`config.mk`:
```
export PLATFORM = sky130hd
export DESIGN_NAME = mem_port_arbiter_flat
export DESIGN_NICKNAME = d
export VERILOG_FILES = /design/src/rtl/mem_port_arbiter_if.sv /design/src/rtl/mem_port_arbiter.sv /design/src/flat_wrapper.sv
export SDC_FILE = /design/constraint.sdc
export NUM_CORES = 1
export LEC_CHECK = 0
export CORE_AREA = 3 3 107 109
export CTS_BUF_LIST = sky130_fd_sc_hd__clkbuf_4
export CTS_CLUSTER_SIZE = 24
export DETAILED_ROUTE_END_ITERATION = 16
export DIE_AREA = 0 0 110 112
export GPL_ROUTABILITY_DRIVEN = 0
export PLACE_DENSITY = 0.67
export REMOVE_ABC_BUFFERS = 1
export SETUP_SLACK_MARGIN = 0.05
export SLEW_MARGIN = 20
export SYNTH_ARGS = -nofsm -noshare
export SYNTH_HDL_FRONTEND = slang
export SYNTH_SLANG_ARGS = --single-unit
```
`constraint.sdc`:
```
create_clock -name clk -period 1.75 [get_ports clk]
set_input_delay 0.35 -clock clk [delete_from_list [all_inputs] [get_ports clk]]
set_output_delay 0.35 -clock clk [all_outputs]
set_load 0.05 [all_outputs]
```
`src/rtl/mem_port_arbiter_if.sv`:
```
// Bundles the fetch, LSU and memory-side signals of the memory port arbiter.
// The slave modport is the arbiter's view; master is the requester/memory view.
interface mem_port_arbiter_if #(
    parameter int ADDR_W = 32,
    parameter int DATA_W = 32
);
    logic              if_req;
    logic [ADDR_W-1:0] if_addr;
    logic              if_flush;
    logic              if_gnt;
    logic              if_rvalid;
    logic [DATA_W-1:0] if_rdata;

    logic              lsu_req;
    logic              lsu_we;
    logic [ADDR_W-1:0] lsu_addr;
    logic [DATA_W-1:0] lsu_wdata;
    logic [3:0]        lsu_be;
    logic              lsu_gnt;
    logic              lsu_rvalid;
    logic [DATA_W-1:0] lsu_rdata;
    logic              lsu_stall;

    logic              mem_req;
    logic              mem_we;
    logic [ADDR_W-1:0] mem_addr;
    logic [DATA_W-1:0] mem_wdata;
    logic [3:0]        mem_be;
    logic [DATA_W-1:0] mem_rdata;

    modport slave (
        input  if_req, if_addr, if_flush,
        output if_gnt, if_rvalid, if_rdata,
        input  lsu_req, lsu_we, lsu_addr, lsu_wdata, lsu_be,
        output lsu_gnt, lsu_rvalid, lsu_rdata, lsu_stall,
        output mem_req, mem_we, mem_addr, mem_wdata, mem_be,
        input  mem_rdata
    );

    modport master (
        output if_req, if_addr, if_flush,
        input  if_gnt, if_rvalid, if_rdata,
        output lsu_req, lsu_we, lsu_addr, lsu_wdata, lsu_be,
        input  lsu_gnt, lsu_rvalid, lsu_rdata, lsu_stall,
        input  mem_req, mem_we, mem_addr, mem_wdata, mem_be,
        output mem_rdata
    );
endinterface

```
`src/rtl/mem_port_arbiter.sv`:
```
// Arbitrates the single-port memory between instruction fetch and the LSU and
// routes each read response back to its owner after MEM_LATENCY cycles.
module mem_port_arbiter #(
    parameter int ADDR_W       = 32,
    parameter int DATA_W       = 32,
    parameter int MEM_LATENCY  = 1,
    parameter int STARVE_LIMIT = 4
) (
    input logic               clk,
    input logic               rst,
    mem_port_arbiter_if.slave bus
);
    localparam logic [3:0] STARVE_MAX = 4'(STARVE_LIMIT);
    localparam logic       OWN_IF     = 1'b0;
    localparam int         TAIL       = MEM_LATENCY - 1;

    logic [3:0]             starve_cnt_q;
    logic [3:0]             starve_cnt_d;
    logic [MEM_LATENCY-1:0] trk_valid_q;
    logic [MEM_LATENCY-1:0] trk_valid_d;
    logic [MEM_LATENCY-1:0] trk_owner_q;
    logic [MEM_LATENCY-1:0] trk_owner_d;
    logic [MEM_LATENCY-1:0] trk_killed_q;
    logic [MEM_LATENCY-1:0] trk_killed_d;

    logic              fetch_win_s;
    logic              if_gnt_s;
    logic              lsu_gnt_s;
    logic              mem_we_s;
    logic [ADDR_W-1:0] mem_addr_s;
    logic [DATA_W-1:0] mem_wdata_s;
    logic [3:0]        mem_be_s;

    // Grant arbitration: LSU by default, fetch once it has starved long enough.
    always_comb begin
        fetch_win_s = bus.if_req && (!bus.lsu_req || (starve_cnt_q == STARVE_MAX));
        if_gnt_s    = !rst && fetch_win_s;
        lsu_gnt_s   = !rst && bus.lsu_req && !fetch_win_s;
    end

    // Starvation counter next state.
    always_comb begin
        starve_cnt_d = starve_cnt_q;
        if (!bus.if_req || if_gnt_s) begin
            starve_cnt_d = 4'd0;
        end else if (starve_cnt_q < STARVE_MAX) begin
            starve_cnt_d = starve_cnt_q + 4'd1;
        end else begin
            starve_cnt_d = starve_cnt_q;
        end
    end

    // Memory request mux; fetch and idle cycles present a full-word read.
    always_comb begin
        mem_we_s    = 1'b0;
        mem_addr_s  = bus.if_addr;
        mem_wdata_s = bus.lsu_wdata;
        mem_be_s    = 4'hF;
        if (lsu_gnt_s) begin
            mem_we_s   = bus.lsu_we;
            mem_addr_s = bus.lsu_addr;
            mem_be_s   = bus.lsu_be;
        end else begin
            mem_we_s   = 1'b0;
            mem_addr_s = bus.if_addr;
            mem_be_s   = 4'hF;
        end
    end

    // Response tracker shift; a flush marks every fetch entry still to reach the tail.
    // The entry sitting at the tail this cycle is already being delivered and is not recalled.
    always_comb begin
        trk_valid_d     = '0;
        trk_owner_d     = '0;
        trk_killed_d    = '0;
        trk_valid_d[0]  = if_gnt_s || (lsu_gnt_s && !bus.lsu_we);
        trk_owner_d[0]  = lsu_gnt_s;
        trk_killed_d[0] = bus.if_flush && if_gnt_s;
        for (int i = 1; i < MEM_LATENCY; i++) begin
            trk_valid_d[i]  = trk_valid_q[i-1];
            trk_owner_d[i]  = trk_owner_q[i-1];
            trk_killed_d[i] = trk_killed_q[i-1] ||
                              (bus.if_flush && (trk_owner_q[i-1] == OWN_IF));
        end
    end

    // State registers.
    always_ff @(posedge clk or posedge rst) begin
        if (rst) begin
            starve_cnt_q <= 4'd0;
            trk_valid_q  <= '0;
            trk_owner_q  <= '0;
            trk_killed_q <= '0;
        end else begin
            starve_cnt_q <= starve_cnt_d;
            trk_valid_q  <= trk_valid_d;
            trk_owner_q  <= trk_owner_d;
            trk_killed_q <= trk_killed_d;
        end
    end

    assign bus.if_gnt     = if_gnt_s;
    assign bus.lsu_gnt    = lsu_gnt_s;
    assign bus.lsu_stall  = !rst && bus.lsu_req && !lsu_gnt_s;

    assign bus.mem_req    = if_gnt_s || lsu_gnt_s;
    assign bus.mem_we     = mem_we_s;
    assign bus.mem_addr   = mem_addr_s;
    assign bus.mem_wdata  = mem_wdata_s;
    assign bus.mem_be     = mem_be_s;

    assign bus.if_rvalid  = !rst && trk_valid_q[TAIL] && !trk_killed_q[TAIL] &&
                            (trk_owner_q[TAIL] == OWN_IF);
    assign bus.lsu_rvalid = !rst && trk_valid_q[TAIL] && !trk_killed_q[TAIL] &&
                            (trk_owner_q[TAIL] != OWN_IF);
    assign bus.if_rdata   = bus.mem_rdata;
    assign bus.lsu_rdata  = bus.mem_rdata;
endmodule

```
`src/flat_wrapper.sv`:
```
// flat-port wrapper written by rule: the top's interface ports become plain ports
module mem_port_arbiter_flat 
#(
    parameter int ADDR_W       = 32,
    parameter int DATA_W       = 32,
    parameter int MEM_LATENCY  = 1,
    parameter int STARVE_LIMIT = 4
)
  (clk, rst, bus_if_req, bus_if_addr, bus_if_flush, bus_if_gnt, bus_if_rvalid, bus_if_rdata, bus_lsu_req, bus_lsu_we, bus_lsu_addr, bus_lsu_wdata, bus_lsu_be, bus_lsu_gnt, bus_lsu_rvalid, bus_lsu_rdata, bus_lsu_stall, bus_mem_req, bus_mem_we, bus_mem_addr, bus_mem_wdata, bus_mem_be, bus_mem_rdata);
  mem_port_arbiter_if #(.ADDR_W(ADDR_W), .DATA_W(DATA_W)) bus_i ();
  input logic clk;
  input logic rst;
  input wire logic [$bits(bus_i.if_req)-1:0] bus_if_req;
  input wire logic [$bits(bus_i.if_addr)-1:0] bus_if_addr;
  input wire logic [$bits(bus_i.if_flush)-1:0] bus_if_flush;
  output wire logic [$bits(bus_i.if_gnt)-1:0] bus_if_gnt;
  output wire logic [$bits(bus_i.if_rvalid)-1:0] bus_if_rvalid;
  output wire logic [$bits(bus_i.if_rdata)-1:0] bus_if_rdata;
  input wire logic [$bits(bus_i.lsu_req)-1:0] bus_lsu_req;
  input wire logic [$bits(bus_i.lsu_we)-1:0] bus_lsu_we;
  input wire logic [$bits(bus_i.lsu_addr)-1:0] bus_lsu_addr;
  input wire logic [$bits(bus_i.lsu_wdata)-1:0] bus_lsu_wdata;
  input wire logic [$bits(bus_i.lsu_be)-1:0] bus_lsu_be;
  output wire logic [$bits(bus_i.lsu_gnt)-1:0] bus_lsu_gnt;
  output wire logic [$bits(bus_i.lsu_rvalid)-1:0] bus_lsu_rvalid;
  output wire logic [$bits(bus_i.lsu_rdata)-1:0] bus_lsu_rdata;
  output wire logic [$bits(bus_i.lsu_stall)-1:0] bus_lsu_stall;
  output wire logic [$bits(bus_i.mem_req)-1:0] bus_mem_req;
  output wire logic [$bits(bus_i.mem_we)-1:0] bus_mem_we;
  output wire logic [$bits(bus_i.mem_addr)-1:0] bus_mem_addr;
  output wire logic [$bits(bus_i.mem_wdata)-1:0] bus_mem_wdata;
  output wire logic [$bits(bus_i.mem_be)-1:0] bus_mem_be;
  input wire logic [$bits(bus_i.mem_rdata)-1:0] bus_mem_rdata;
  assign bus_i.if_req = bus_if_req;
  assign bus_i.if_addr = bus_if_addr;
  assign bus_i.if_flush = bus_if_flush;
  assign bus_if_gnt = bus_i.if_gnt;
  assign bus_if_rvalid = bus_i.if_rvalid;
  assign bus_if_rdata = bus_i.if_rdata;
  assign bus_i.lsu_req = bus_lsu_req;
  assign bus_i.lsu_we = bus_lsu_we;
  assign bus_i.lsu_addr = bus_lsu_addr;
  assign bus_i.lsu_wdata = bus_lsu_wdata;
  assign bus_i.lsu_be = bus_lsu_be;
  assign bus_lsu_gnt = bus_i.lsu_gnt;
  assign bus_lsu_rvalid = bus_i.lsu_rvalid;
  assign bus_lsu_rdata = bus_i.lsu_rdata;
  assign bus_lsu_stall = bus_i.lsu_stall;
  assign bus_mem_req = bus_i.mem_req;
  assign bus_mem_we = bus_i.mem_we;
  assign bus_mem_addr = bus_i.mem_addr;
  assign bus_mem_wdata = bus_i.mem_wdata;
  assign bus_mem_be = bus_i.mem_be;
  assign bus_i.mem_rdata = bus_mem_rdata;
  mem_port_arbiter #(.ADDR_W(ADDR_W), .DATA_W(DATA_W), .MEM_LATENCY(MEM_LATENCY), .STARVE_LIMIT(STARVE_LIMIT)) u_core (.clk(clk), .rst(rst), .bus(bus_i));
endmodule
```
Word-level counts from Yosys, hierarchy flattened --
Index checks and enable logic that the tools add are counted.
Word-level totals: word-level logic and storage cells 36, bits in registers 7, output and inout bits 139
Cells by class: eq/ne operators 1, bitwise operators 1, reduce and logical (&&, ||, !) cells 23, mux-type cells 5, add/subtract/negate cells 1, order comparisons 1
Operators by type and width (count):
- 2-to-1 mux 32 bit | 1
- 2-to-1 mux 4 bit | 3
- logical AND 1 bit | 11
- logical NOT 1 bit | 7
- adder 4 x 1 -> 4 bit, second input constant | 1
- equality test 4 x 3 -> 1 bit, second input constant | 1
- logical OR 1 bit | 4
- less-than comparator 4 x 3 -> 1 bit, second input constant | 1
- nonzero test 2 bit | 1
- 2-to-1 mux 1 bit | 1
- inverter 1 bit | 1

Logic depth before layout (Yosys ltp) --
Gate-level depths: netlist of run 1.
word-level depth 7, depth in mapped cells 7

Least setup slack after synthesis of run 1 --
OpenSTA, ideal clock, no wires.
path type register to output, start reg u_core.trk_killed_q, end out bus_if_rvalid, data required time 1.400 ns, arrival time 2.015 ns, path slack -0.615 ns, stages on the path, launching flop included 2, path through dfrtp_1 -> nor4b_1
Between the ends: longest elaborated chain between the ends 3
RTL lines:
- start, declared | line mem_port_arbiter.sv:23 | logic [MEM_LATENCY-1:0] trk_killed_q;
- start signal, assigned | line mem_port_arbiter.sv:98 | trk_killed_q <= trk_killed_d;
- logical NOT 1 bit | line mem_port_arbiter.sv:112 | assign bus.if_rvalid = !rst && trk_valid_q[TAIL] && !trk_killed_q[TAIL] &&
- logical AND 1 bit (2 in a row) | line mem_port_arbiter.sv:112
- end, declared | line flat_wrapper.sv:17 | output wire logic [$bits(bus_i.if_rvalid)-1:0] bus_if_rvalid;
Every way passes these cells.

Final worst setup path of run 1 --
start reg u_core.starve_cnt_q[0], end out bus_mem_addr[14]
Between the ends: longest elaborated chain between the ends 6
RTL lines:
- start, declared | line mem_port_arbiter.sv:17 | logic [3:0] starve_cnt_q;
- start signal, assigned | line mem_port_arbiter.sv:95 | starve_cnt_q <= starve_cnt_d;
- equality test 4 x 3 -> 1 bit | line mem_port_arbiter.sv:36 | fetch_win_s = bus.if_req && (!bus.lsu_req || (starve_cnt_q == STARVE_MAX));
- logical OR 1 bit | line mem_port_arbiter.sv:36
- logical AND 1 bit | line mem_port_arbiter.sv:36
- logical NOT 1 bit | line mem_port_arbiter.sv:38 | lsu_gnt_s = !rst && bus.lsu_req && !fetch_win_s;
- logical AND 1 bit | line mem_port_arbiter.sv:38
- 2-to-1 mux 32 bit | line mem_port_arbiter.sv:59 | if (lsu_gnt_s) begin
- end, declared | line flat_wrapper.sv:30 | output wire logic [$bits(bus_i.mem_addr)-1:0] bus_mem_addr;
Every way passes these cells.

==> results.md, run 1 <==
| Group | Result | Reported |
| --- | --- | --- |
| pwr | Worst supply voltage drop on vdd | 0.000255 V |
| clock network | TritonCTS clock tree | done |
| setup path | Data arrival time of the critical path | 1.96 ns |
| clock network | Clock slew at reported path FFs | 0.05 ns |
| timing | Time the final worst path needs with I/O delays and setup | 2.31 ns |
| logic synthesis | Share of synthesized flip-flops with an asynchronous set or reset | 100% |
| logic synthesis | Main combinational cell family by area after synthesis | buffers and inverters |
| route | DRC | 0 |
| floorplanning | Number of placement rows | 38 |
| timing | RSZ-0062 raised after global routing | true |
| final layout | Layout overhead on the synthesized area | 83.5% |
| placed design | Worst-case setup slack after placement | -0.503 ns |
| placed design | DP HPWL | 8.87 mm |
| route | Average detailed-routed wire length per instance | 28.5 um |
| grt | Remaining global-route overflow | 0 |
| clock network | CTS buffer count | 3 |
| final layout | Fin nets | 360 |
| status | Violations in the final reports | negative setup slack |
| grt | First-pass GRT wire length | 12.1 mm |
| timing | Achievable frequency | 433 MHz |
| run | Reported max-cap violation count | 0 |
| setup path | Startpoint-to-endpoint class of the critical path | flop to primary output |
| setup path | Critical path peak fanout | 8 |
| logic synthesis | Most frequent cells after synthesis | 96 x sky130_fd_sc_hd__buf_4, 18 x sky130_fd_sc_hd__mux2_2, 14 x sky130_fd_sc_hd__mux2_4 |
| logic synthesis | Register area share after synthesis | 11.1% |
| timing | Pin slew with the least headroom to its limit | 0.282 ns |
| setup path | Most used cell, CP | sky130_fd_sc_hd__buf_12 |
| route | Count of TritonRoute iterations in the first routing pass | 2 |
| setup path | Required arrival time at the worst endpoint | 1.40 ns |
| placed design | Count of input and output buffers | 116 |
| floorplanning | Initial core utilization | 14.7% |
| final layout | Number of fill cells in the layout | 1123 |
| setup path | Cell type of the slowest stage on the worst timing path | sky130_fd_sc_hd__dfrtp_1 |
| clock network | Clk sink count | 7 |
| timing | Final period util | 132% |
| logic synthesis | Number of enable-type register cells in the synthesized netlist | 0 |
| logic synthesis | Top-count cell post-synth | sky130_fd_sc_hd__buf_4 |
| setup path | R2r setup slk | 0.26 ns |
| logic synthesis | Share of the synthesized netlist area taken by xor and xnor gates | 0.555% |
| grt | Maximum number of pins on one net before global-route repair | 22 |
| logic synthesis | Most used flip-flop cell after synthesis | sky130_fd_sc_hd__dfrtp_1 |
| route | Starting DRT DRC Count | 24 |
| final layout | Diode insertion count for antenna repair | 0 |
| logic synthesis | Cell variety after synth | 24 |
| logic synthesis | Post-synthesis mux area share | 26.8% |
| logic synthesis | Warnings, synthesis | 0 |
| clock network | CTS root buffer | sky130_fd_sc_hd__clkbuf_4 |
| setup path | Kind of start point of the critical path | flop |
| logic synthesis | Mapped Area | 1580 sq um |
| route | Ratio of routed vias to standard cells | 3.79 |
| floorplanning | Die Span Y | 112 um |
| timing | Hold WS | 0.333 ns |
| setup path | Cells along the critical path | inv_1 > ha_1 > nand3b_1 > o21bai_4 > buf_12 > clkbuf_16 > mux2_4 > buf_12 |
| timing | Post-layout worst setup margin | -0.562 ns |
| clock network | Number of H-tree branching levels | 1 |
| floorplanning | I/O Pins | 277 |
| logic synthesis | Gate count after technology mapping | 173 |
| logic synthesis | Synthesized-area fraction occupied by adder cells | 1.59% |
| pwr | Leakage component of the power | 1.32 nW |
| grt | Via count of the first global-routing pass | 1405 |
| timing | Slew Viols, Final | 0 |
| clock network | Clk_lat worst skew | 0.25 ns |
| setup path | Length in cells of the worst reg-to-reg path | 8 |
| route | Remaining number of nets flagged by the antenna check after routing | 0 |
| floorplanning | Die footprint | 12300 sq um |
| setup path | Crit end category | primary output |
| final layout | Register area | 176 sq um |
| timing | Setup Viol. Count Final | 40 |
| logic synthesis | Syn Area/Cell | 9.12 sq um |
| clock network | Maximum clock insertion buffer count | 2 |
| worst hold path | Path category of the worst min-delay check | input port to asynchronous set/reset pin |
| grt | Gr usage total | 14.5% |
| setup path | Worst R2R Start | u_core.starve_cnt_q[0]$_DFFE_PP0P_ |
| final layout | Combined area of the multi-input logic cells | 733 sq um |
| route | Post-Route WL | 10.2 mm |
| route | Total number of vias | 1362 |
| logic synthesis | Share of the synthesized area in compound gates (AO/OA/AOI/OAI) | 2.38% |
| logic synthesis | Largest area contributor in the synthesized netlist | sky130_fd_sc_hd__buf_4 |
| logic synthesis | Largest cells by area after synthesis | sky130_fd_sc_hd__buf_4 46%, sky130_fd_sc_hd__mux2_4 13%, sky130_fd_sc_hd__mux2_2 13% |
| floorplanning | Core box area | 10700 sq um |
| setup path | Worst flop-to-flop path endpoint | u_core.trk_owner_q$_DFF_PP0_ |
| logic synthesis | Portion of synthesized cell area occupied by the leading cell type | 45.7% |
| timing | Number of hold violations in the final report | 0 |
| logic synthesis | Synth Area in Simple Gates | 7.53% |
| timing | Worst slew margin relative to its limit | 81.2% |
| floorplanning | Die span in x | 110 um |
| setup path | Delay of the slowest cell on the worst path | 0.37 ns |
| logic synthesis | Number of register bits inferred by synthesis | 7 |
| timing | Sum of negative setup slack | -19.63 ns |
| final layout | Share of layout cells above drive strength 1 | 55.3% |
| timing | Worst clock skew | 0.00327 ns |
| status | Result of the run | complete, but fails checks |
| pwr | PD cells | 447 nW/um^2 |
| grt | Number of antenna violations at the first check in global routing | 0 |
[power breakdown]
part	total (mW)	leakage (nW)	switching [mW]	internal, mW
Sequential	0.177	0.0921	0.00614	0.171
Combinational	0.959	1.21	0.430	0.529
Clock	0.159	0.0184	0.0567	0.102
Total	1.29	1.32	0.493	0.802
[placed cells by master (no fill, tap or decap), types with 2 or more instances in the layout]
master / n
sky130_fd_sc_hd__clkbuf_16: 2
sky130_fd_sc_hd__dlygate4sd2_1: 2
sky130_fd_sc_hd__or2_4: 4
sky130_fd_sc_hd__dfrtp_1: 6
sky130_fd_sc_hd__nor2_2: 2
sky130_fd_sc_hd__inv_2: 2
sky130_fd_sc_hd__buf_8: 16
sky130_fd_sc_hd__buf_6: 10
sky130_fd_sc_hd__buf_4: 16
sky130_fd_sc_hd__buf_12: 25
sky130_fd_sc_hd__mux2_2: 3
sky130_fd_sc_hd__nor2_1: 2
sky130_fd_sc_hd__clkbuf_4: 4
sky130_fd_sc_hd__inv_1: 5
sky130_fd_sc_hd__ha_1: 2
sky130_fd_sc_hd__mux2_4: 29
sky130_fd_sc_hd__clkdlybuf4s50_1: 70
sky130_fd_sc_hd__nor3_1: 4
[how the worst max path moves through the flow]
| stage | startpoint | end | cells past startpoint |
|---|---|---|---|
| 2_1_floorplan | u_core.trk_killed_q$_DFF_PP0_ | bus_if_rvalid | 1 |
| 3_3_place_gp | bus_if_req | bus_mem_addr[26] | 6 |
| 3_5_place_dp | bus_if_req | bus_mem_addr[10] | 6 |
| 4_1_cts | u_core.starve_cnt_q[0]$_DFFE_PP0P_ | bus_mem_addr[10] | 7 |
| 5_1_grt | u_core.starve_cnt_q[0]$_DFFE_PP0P_ | bus_mem_addr[16] | 8 |
| 6_report | u_core.starve_cnt_q[0]$_DFFE_PP0P_ | bus_mem_addr[14] | 8 |
[flip-flops by register name, summed over array words and instances, names as in the netlist]
register	cells
u_core.starve_cnt_q	4
u_core.trk_killed_q	1
u_core.trk_owner_q	1
u_core.trk_valid_q	1
[per-layer routing]
layer | track usage, % | part of all wire, %
met1 | 12.4 | 27
met4 | 0.998 | 0
met3 | 19.4 | 29
met5 | 5.88 | 0.56
met2 | 20.9 | 44
[metrics by stage]
| step | instance area, sq um | power [mW] | std cells | util [%] |
|---|---|---|---|---|
| after floorplan | 815 | 0.568 | 73 | - |
| after global placement | 2460 | 0.994 | 345 | 23.0 |
| after detailed placement | 2460 | 1.00 | 345 | 23.0 |
| after CTS | 2560 | 1.19 | 350 | 24.0 |
| after global routing | 2900 | 1.36 | 359 | 27.1 |
| final | 2900 | 1.29 | 359 | 27.1 |
[layout make-up]
type                       instances  share of cell area [%]
timing repair buffer             142                    60.6
multi-input combinational         59                    25.3
sequential                         7                    6.09
tap                              140                    6.05
clock buffer                       4                    1.04
inverter                           7                   0.908
[kinds of logic after synthesis]
| group | after synthesis |
|---|---|
| buffers and inverters | 107 |
| flip-flops | 7 |
| AND/OR/NAND/NOR | 19 |
| AO/OA/AOI/OAI | 4 |
| XOR/XNOR | 1 |
| adder cells (fa/ha/maj) | 2 |
| multiplexers | 33 |
[critical path: cells and delay by family (launching register included)]
family | cells | cell delay (ns)
multiplexers | 1 | 0.32
flip-flops | 1 | 0.37
adder cells (fa/ha/maj) | 1 | 0.14
AND/OR/NAND/NOR | 1 | 0.15
buffers and inverters | 4 | 0.52
AO/OA/AOI/OAI | 1 | 0.20
[timing repair]
item / in CTS / in global routing
cloned: 0 / 4
hold buffers: 0 / 0
buffers inserted: 1 / 5
setup endpoints to repair: 43 / 42
pin swaps: 0 / 6
gates resized for setup: 16 / 59
Power figures use the tool's default switching activity.
==> run 2: changes to the inputs <==
--- a/config.mk
+++ b/config.mk
@@ -7,6 +7,7 @@
 export LEC_CHECK = 0
 export CORE_AREA = 3 3 107 109
 export CTS_BUF_LIST = sky130_fd_sc_hd__clkbuf_4
+export CTS_CLUSTER_DIAMETER = 200
 export CTS_CLUSTER_SIZE = 24
 export DETAILED_ROUTE_END_ITERATION = 16
 export DIE_AREA = 0 0 110 112
@@ -14,7 +15,7 @@
 export PLACE_DENSITY = 0.67
 export REMOVE_ABC_BUFFERS = 1
 export SETUP_SLACK_MARGIN = 0.05
-export SLEW_MARGIN = 20
+export SLEW_MARGIN = 0
 export SYNTH_ARGS = -nofsm -noshare
 export SYNTH_HDL_FRONTEND = slang
 export SYNTH_SLANG_ARGS = --single-unit
==> results of run 2 <==
Final layout, timing and power as in run 1 (identical DEF).
==> run 3: changes to the inputs <==
--- a/config.mk
+++ b/config.mk
@@ -15,7 +15,7 @@
 export PLACE_DENSITY = 0.67
 export REMOVE_ABC_BUFFERS = 1
 export SETUP_SLACK_MARGIN = 0.05
-export SLEW_MARGIN = 0
+export SLEW_MARGIN = 20
 export SYNTH_ARGS = -nofsm -noshare
 export SYNTH_HDL_FRONTEND = slang
 export SYNTH_SLANG_ARGS = --single-unit
==> results of run 3 <==
Final layout, timing and power as in run 1 (identical DEF).
